### config.mk
export PLATFORM = sky130hd
export DESIGN_NAME = calc_sequencer
export DESIGN_NICKNAME = d
export VERILOG_FILES = /design/src/rtl/calc_pkg.sv /design/src/rtl/calc_alu.sv /design/src/rtl/calc_sequencer.sv
export SDC_FILE = /design/constraint.sdc
export NUM_CORES = 1
export LEC_CHECK = 0
export ABC_AREA = 1
export CORE_AREA = 2 2 90 92
export DETAILED_ROUTE_END_ITERATION = 6
export DIE_AREA = 0 0 92 94
export PLACE_DENSITY = 0.73
export SETUP_SLACK_MARGIN = 0.15
export SYNTH_ARGS = -nofsm -noshare
export SYNTH_HDL_FRONTEND = slang
export SYNTH_HIERARCHICAL = 1
export SYNTH_SLANG_ARGS = --single-unit
### constraint.sdc
create_clock -name clk -period 4.1 [get_ports clk]
set_clock_uncertainty 0.15 [all_clocks]
set_input_delay 0.82 -clock clk [delete_from_list [all_inputs] [get_ports clk]]
set_output_delay 0.82 -clock clk [all_outputs]
set_load 0.05 [all_outputs]
### src/rtl/calc_pkg.sv
// Shared definitions for the calc_sequencer block: default sizes, mode
// encodings and the controller state encoding.
package calc_pkg;

  localparam int DEF_W    = 6;
  localparam int DEF_NOPS = 6;
  localparam int DEF_OW   = 10;

  localparam logic [1:0] MODE_SUM = 2'b00;
  localparam logic [1:0] MODE_MAX = 2'b01;
  localparam logic [1:0] MODE_MIN = 2'b10;
  localparam logic [1:0] MODE_ALT = 2'b11;

  typedef enum logic [1:0] {
    IDLE = 2'd0,
    LOAD = 2'd1,
    CALC = 2'd2,
    DONE = 2'd3
  } state_t;

endpackage

### src/rtl/calc_alu.sv
// Combinational accumulate step shared by every mode: folds one operand into
// the running accumulator.
module calc_alu
  import calc_pkg::*;
#(
  parameter int W  = DEF_W,
  parameter int OW = DEF_OW
) (
  input  logic signed [OW:0]  acc,
  input  logic        [W-1:0] op,
  input  logic        [1:0]   mode,
  input  logic                first,
  input  logic                odd,
  output logic signed [OW:0]  acc_next
);

  logic signed [OW:0] op_ext;

  always_comb begin
    op_ext   = $signed({{(OW + 1 - W){1'b0}}, op});
    acc_next = acc;
    // Operand 0 seeds every mode: 0+op for sum, op0 for max/min, +op0 for alt.
    if (first) begin
      acc_next = op_ext;
    end else begin
      case (mode)
        MODE_SUM: acc_next = acc + op_ext;
        MODE_MAX: if (op_ext > acc) acc_next = op_ext;
        MODE_MIN: if (op_ext < acc) acc_next = op_ext;
        default:  acc_next = odd ? (acc - op_ext) : (acc + op_ext);
      endcase
    end
  end

endmodule

### src/rtl/calc_sequencer.sv
// Job sequencer: captures NOPS operands into a local buffer, folds them one per
// cycle through calc_alu, then presents the result until it is accepted.
module calc_sequencer
  import calc_pkg::*;
#(
  parameter int W    = DEF_W,
  parameter int NOPS = DEF_NOPS,
  parameter int OW   = DEF_OW
) (
  input  logic          clk,
  input  logic          rst_n,
  input  logic          start,
  input  logic [1:0]    mode,
  output logic          busy,
  input  logic [W-1:0]  in_data,
  input  logic          in_valid,
  output logic          in_ready,
  output logic [OW-1:0] out_data,
  output logic          out_valid,
  input  logic          out_ready
);

  localparam int CW = (NOPS > 1) ? $clog2(NOPS) : 1;
  localparam logic [CW-1:0] LAST_IDX = CW'(NOPS - 1);

  state_t             state_q, state_d;
  logic [CW-1:0]      cnt_q, cnt_d;
  logic signed [OW:0] acc_q, acc_d;
  logic [1:0]         mode_q, mode_d;
  logic               mem_we;
  logic signed [OW:0] alu_next;
  logic [W-1:0]       op_mem_q [NOPS];

  // Only the alternating mode can go negative; everything else passes through.
  function automatic logic [OW-1:0] clamp_result(input logic signed [OW:0] a);
    if (a < 0) return '0;
    return a[OW-1:0];
  endfunction

  calc_alu #(
    .W  (W),
    .OW (OW)
  ) u_alu (
    .acc      (acc_q),
    .op       (op_mem_q[cnt_q]),
    .mode     (mode_q),
    .first    (cnt_q == '0),
    .odd      (cnt_q[0]),
    .acc_next (alu_next)
  );

  always_comb begin
    state_d = state_q;
    cnt_d   = cnt_q;
    acc_d   = acc_q;
    mode_d  = mode_q;
    mem_we  = 1'b0;
    case (state_q)
      IDLE: begin
        if (start) begin
          mode_d  = mode;
          cnt_d   = '0;
          state_d = LOAD;
        end
      end
      LOAD: begin
        if (in_valid) begin
          mem_we = 1'b1;
          if (cnt_q == LAST_IDX) begin
            cnt_d   = '0;
            state_d = CALC;
          end else begin
            cnt_d = cnt_q + CW'(1);
          end
        end
      end
      CALC: begin
        acc_d = alu_next;
        if (cnt_q == LAST_IDX) begin
          cnt_d   = '0;
          state_d = DONE;
        end else begin
          cnt_d = cnt_q + CW'(1);
        end
      end
      DONE: begin
        // A start seen here is deliberately not taken; IDLE samples it next.
        if (out_ready) state_d = IDLE;
      end
      default: state_d = IDLE;
    endcase
  end

  always_ff @(posedge clk or negedge rst_n) begin
    if (!rst_n) begin
      state_q <= IDLE;
      cnt_q   <= '0;
      acc_q   <= '0;
      mode_q  <= MODE_SUM;
    end else begin
      state_q <= state_d;
      cnt_q   <= cnt_d;
      acc_q   <= acc_d;
      mode_q  <= mode_d;
    end
  end

  // Operand storage is never read before a full load, so it carries no reset.
  always_ff @(posedge clk) begin
    if (mem_we) op_mem_q[cnt_q] <= in_data;
  end

  assign busy      = (state_q != IDLE);
  assign in_ready  = (state_q == LOAD);
  assign out_valid = (state_q == DONE);
  assign out_data  = out_valid ? clamp_result(acc_q) : '0;

endmodule

# After elaboration in Yosys (flattened, before gate mapping)
# Memories as Yosys holds them, arrays and structs flattened.
# Index checks and enable logic that the tools add are counted.
# totals
ff_bits,18
latch_bits,0
mem_bits_rw,36
mem_bits_ro,0
in_bits,13
output_inout_bits,13
word_cells,56
memories,1
# memory_table
memory,words,width,read_ports,rd_ports_with_merged_regs,write_ports,line,source
op_mem_q,6,6,1,0,1,calc_sequencer.sv:32,logic [W-1:0] op_mem_q [NOPS];
# op_classes
n_addsub,3
mul,0
div,0
order_cmp,3
n_eq_ne,13
shift,0
n_mux,23
bitwise,0
n_reduce_logical,9
# ops
operator,count
2-to-1 mux 11 bit,4
one-hot mux 11 bit (3 select lines),1
2-to-1 mux 10 bit,3
adder 11 x 7 -> 11 bit,1
> comparator 7 x 11 -> 1 bit,1
"less-than comparator 11 x 1 -> 1 bit, second input constant",1
less-than comparator 7 x 11 -> 1 bit,1
subtractor 11 x 7 -> 11 bit,1
2-to-1 mux 2 bit,5
2-to-1 mux 3 bit,3
one-hot mux 3 bit (3 select lines),1
one-hot mux 2 bit (4 select lines),1
"equality test 2 bit, second input constant",3
"!= test 2 bit, second input constant",3
"!= test 3 x 1 -> 1 bit, second input constant",2
AND reduction 3 bit,2
2-to-1 mux 1 bit,5
AND reduction 5 bit,1
"equality test 2 x 1 -> 1 bit, second input constant",2
logical NOT 2 bit,2
"!= test 2 x 1 -> 1 bit, second input constant",2
"adder 3 x 1 -> 3 bit, second input constant",1
"equality test 3 bit, second input constant",1
logical NOT 3 bit,1
3 further kinds,3

# Longest topological paths before layout
# An unclocked memory read counts as a cell.
# depth
depth_word,5
depth_mapped,30
ltp_nobuf,27

# By module
# The synthesis kept the hierarchy.
# modules_own_cells
module,n_inst,cells_each,area_per_inst_um2,seq_area_each_um2
calc_sequencer,1,248,2376.0,1531.5
calc_alu,1,335,1699.1,0.0

# Worst setup path after synthesis
# OpenSTA, ideal clock, no wires.
# synth_timing
kind,reg2reg
startpoint,register cnt_q[0]
endpoint,register acc_q[4]
setup_time_ns,0.129
arrival_ns,3.264
required_time_ns,3.821
setup_slack_ns,0.557
stages_incl_launch_ff,28
path_buffers,3
synth_period_minus_slack_ns,3.543
path_cell_list,dfrtp_1 inv_2 buf_2 nand2_1 nand2_1 nand2_1 nand2_1 nand2_1 nand2_1 inv_1 ha_1 buf_4 a21oi_2 nor2_1 nor2_1 nand2_1 inv_1 nand3_1 ha_1 clkbuf_1 a21oi_1 o21ai_1 nand2_1 o21bai_1 nor2_1 nor2_1 nand2_1 o21ai_0
# synth_via
elab_chain_len,5
elab_cells_between_ends,14
classes_between,add/sub: 2; order compare: 2; eq/ne: 2; mux: 5; reduce/logical: 2; memory: 1
# synth_lines
item,line,source
"start, declared",calc_sequencer.sv:27,"logic [CW-1:0] cnt_q, cnt_d;"
"start signal, assigned",calc_sequencer.sv:102,cnt_q <= cnt_d;
memory (6 x 6 bit),--,
adder 11 x 7 -> 11 bit / subtractor 11 x 7 -> 11 bit (equally long branches),"calc_alu.sv:27, calc_alu.sv:30",
2-to-1 mux 11 bit,calc_alu.sv:30,default: acc_next = odd ? (acc - op_ext) : (acc + op_ext);
one-hot mux 11 bit (3 select lines),calc_alu.sv:26,case (mode)
2-to-1 mux 11 bit *,calc_alu.sv:23,if (first) begin
named net alu_next[4],calc_sequencer.sv:31,logic signed [OW:0] alu_next;
"end signal, assigned",calc_sequencer.sv:98,acc_q <= '0;
"end signal, assigned",calc_sequencer.sv:103,acc_q <= acc_d;
"end, declared",calc_sequencer.sv:28,"logic signed [OW:0] acc_q, acc_d;"
# Mark *: on every way through the listed nets, which the timed path passes. The rest lies on a longest branch. The select of a mux whose other input is x is not followed.
# A chain may end at the register's enable or synchronous reset.

# Final worst setup path
# Ends and elaborated chain as after synthesis.

==> impl_summary.log <==
INFO  metric outcome = finished, final reports clean
INFO  metric number_of_detailed_route_iterations_in_the_first_pass = 5
INFO  metric critPathMostFrequentCell = nand2_1
INFO  metric route.detailed.drc = 0
INFO  metric path_class = flop to flop
INFO  metric post-dp-hpwl = 7640 microns
INFO  metric die_area = 0.00865 sq mm
INFO  metric final_min_period_over_clock_period = 88.6%
INFO  metric synth.most_common_cell = nand2_1
INFO  metric placed_cells = 698
INFO  metric period_minus_ws_final = 3.63 ns
INFO  metric via_count = 3849
INFO  metric route.final.wire_length = 10100 microns
INFO  metric grt_first_pass_wirelength = 16800 microns
INFO  metric routed_via_density = 5.45
INFO  metric synth_largest_area_cell = edfxtp_1
INFO  metric track_usage = 24.5%
INFO  metric routabilityCongestion = 0.901
INFO  metric cts_post_setup_buffers_inserted = 0
INFO  metric cpPeakStageDelay = 0.47 ns
INFO  metric std_cell_rows = 32
INFO  metric route.detailed.wl_per_inst = 14.3 microns
INFO  metric grt_antenna_before_repair = 0
INFO  metric yosys_cell_types = 38
INFO  metric cts.clk_slew.worst_paths = 0.10 ns
INFO  metric routed_antenna_nets = 0
INFO  metric fin_setup_tns = 0 ns
INFO  metric starting_utilization_of_the_core_area = 53.6%
INFO  metric synth-warning-count = 6
INFO  metric clock_insertion_delay_worst_skew = 0.30 ns
INFO  metric clock-root-buffer = clkbuf_8
INFO  metric synth.ff_latch_count = 54
INFO  metric r2r_cells = 23
INFO  metric cts-htree-levels = 2
INFO  metric clock_sinks = 54
INFO  metric crit_family = simple AND/OR/NAND/NOR gates
INFO  metric end_kind = flop
INFO  metric grt_most_used_layer = met2
INFO  metric worstPathMaxFanout = 23
INFO  metric worstHoldPathType = flop to flop
INFO  metric final_layout_size_suffix_gt1_share = 8.28%
INFO  metric setup_violations = 0
INFO  metric global_route.overflow_total = 0
INFO  metric critical_path_cell_count = 23
INFO  metric finalHoldViolCount = 0
INFO  metric cp_cell_sequence = buf_6 > nand2_1 > nand2_1 > nand2_1 > nand2_1 > nand2_1 > nand2_2 > inv_1 > ha_1 > a21oi_2 > nor2_1 > nor2_1 > nand2_1 > inv_1 > nand3_1 > ha_2 > nand2_4 > o21ai_1 > o21bai_1 > nor2_1 > nor2_1 > nand2_1 > o21ai_0
INFO  metric cp-start-kind = flop
INFO  metric global_route.usage.met3 = 2.65%
INFO  metric max_freq = 275 MHz
INFO  metric synthDominantCellAreaShare = 26.5%
INFO  metric chipWidth = 92 microns
INFO  metric post_layout_nonfiller_instances = 706
INFO  metric finish.net_count = 637
INFO  metric netlist_area = 0.00408 sq mm
INFO  metric grt_start_max_net_pins = 25
INFO  metric drv_slew = 0
INFO  metric grt_pass1_vias = 3506
INFO  metric syn_avg_cell_area = 6.99 sq um
INFO  metric cts_max_path_buffers = 2
INFO  metric drt_iter0_markers = 322
INFO  metric ys_async_sr_fraction = 33.3%
INFO  metric core_area = 0.00761 sq mm
INFO  metric syn_nets = 617
INFO  metric worstPathBufferInverterCount = 3
INFO  metric drv.max_cap_violation_count = 0
INFO  metric synth_enable_flop_cells = 36
INFO  metric synth_ff_type = edfxtp_1
INFO  metric relative_max_transition_margin = 29.6%
INFO  metric rsz0062_at_grt = no
INFO  metric numPortBuffers = 25
INFO  metric synthTopCellsByCount = nand2_1, nor2_1, inv_1
INFO  metric critical_path.slowest_cell = ha_2
INFO  metric layout-area-overhead-vs-synth = 11.2%
INFO  metric synth.top_cells.by_area = edfxtp_1, nand2_1, dfrtp_1
INFO  metric groute.layer.met1.usage = 37.2%
INFO  metric tritoncts_clock_tree = yes
INFO  metric tritoncts.num_buffers = 5
INFO  metric pin_count = 26
INFO  metric use_met2 = 37.7%
INFO  metric hold_path_depth = 2
INFO  metric die_h = 94 microns
INFO  metric cp_data_arrival_time = 3.64 ns
INFO  metric critPathRequiredTime = 4.11 ns
INFO  metric syn-instance-count = 583
INFO  metric worst-slew-pin-transition = 1.05 ns
INFO  metric n_antenna_cell = 0
INFO  metric yosysSeqAreaShare = 37.6%
## kinds of logic (layout without fill, tap and decap cells)
family / count (synthesis) / count (layout) / synth area share, %
AND/OR/NAND/NOR: 356 / 356 / 37.2
buffers and inverters: 91 / 112 / 9.49
flip-flops: 54 / 54 / 37.6
adder cells (fa/ha/maj): 21 / 21 / 6.82
AO/OA/AOI/OAI: 57 / 57 / 7.95
multiplexers: 2 / 2 / 0.553
XOR/XNOR: 2 / 2 / 0.430
## cell usage in the layout, fill, tap and decap left out, types with 3 or more instances in the layout
master | netlist | layout
nand2_1 | 201 | 199
nor2_1 | 74 | 74
inv_1 | 62 | 62
nand3_1 | 55 | 55
edfxtp_1 | 36 | 36
o21ai_0 | 29 | 28
clkdlybuf4s50_1 | 0 | 25
dfrtp_1 | 18 | 18
ha_1 | 19 | 15
inv_2 | 12 | 11
a21oi_1 | 9 | 9
o21ai_1 | 6 | 7
nand4_1 | 6 | 6
nand2_2 | 3 | 5
clkbuf_8 | 0 | 5
nor3_1 | 4 | 4
nor2_4 | 4 | 4
nand2_4 | 3 | 3
o211ai_1 | 3 | 3
o21bai_1 | 3 | 3
buf_4 | 8 | 3
## through the flow
stage               hold WS, ns  setup WS (ns)  util, %  instance area [sq um]
CTS                       0.407          0.276     59.0                   4490
global placement          0.371          0.403     57.6                   4380
finish                    0.405          0.468     59.6                   4530
detailed placement        0.384          0.293     57.6                   4380
floorplan                 0.340          0.557        -                   4080
global route              0.435          0.116     59.6                   4530
## registers in the layout, summed over array words and instances (netlist names)
signal	flops
op_mem_q	36
acc_q	11
cnt_q	3
mode_q	2
state_q	2
## worst paths after layout
check | slack, ns | endpoint | from
max | 0.47 | acc_q[4]$_DFFE_PN0N_ | cnt_q[0]$_DFFE_PN0P_
max in group asynchronous | 2.42 | cnt_q[0]$_DFFE_PN0P_ | rst_n
min reg2reg | 0.41 | state_q[1]$_DFFE_PN0P_ | state_q[1]$_DFFE_PN0P_
min | 0.41 | state_q[1]$_DFFE_PN0P_ | state_q[1]$_DFFE_PN0P_
max reg2reg | 0.47 | acc_q[4]$_DFFE_PN0N_ | cnt_q[0]$_DFFE_PN0P_
min in group asynchronous | 0.85 | mode_q[0]$_DFFE_PN0P_ | rst_n
## per-layer routing
metal	vias up	part of all wire (%)
met5	-	0
met4	0	1.2
met3	16	7.9
met2	182	43
met1	1755	48
li1	1896	-
## worst min-delay path, cell delays in order, from the launching register on
cell     delay, ns
dfrtp_1       0.41
nand2_1       0.07
nand2_1       0.05
## timing repair
action	CTS	global route
resized for setup	0	12
hold buffers	0	0
endpoints found under the setup margin	0	11
## area by class of cell
cell class,instances,area (sq um)
Fill cell,727,3070
Multi-Input combinational cell,438,2190
Sequential cell,54,1530
Inverter,75,287
Timing Repair Buffer,29,284
Tap cell,102,128
Clock buffer,5,68.8
Clock inverter,3,42.5
Power is left out: the tool's default activity adds up to more than one toggle a clock period on the data nets, which glitch-free logic cannot reach.
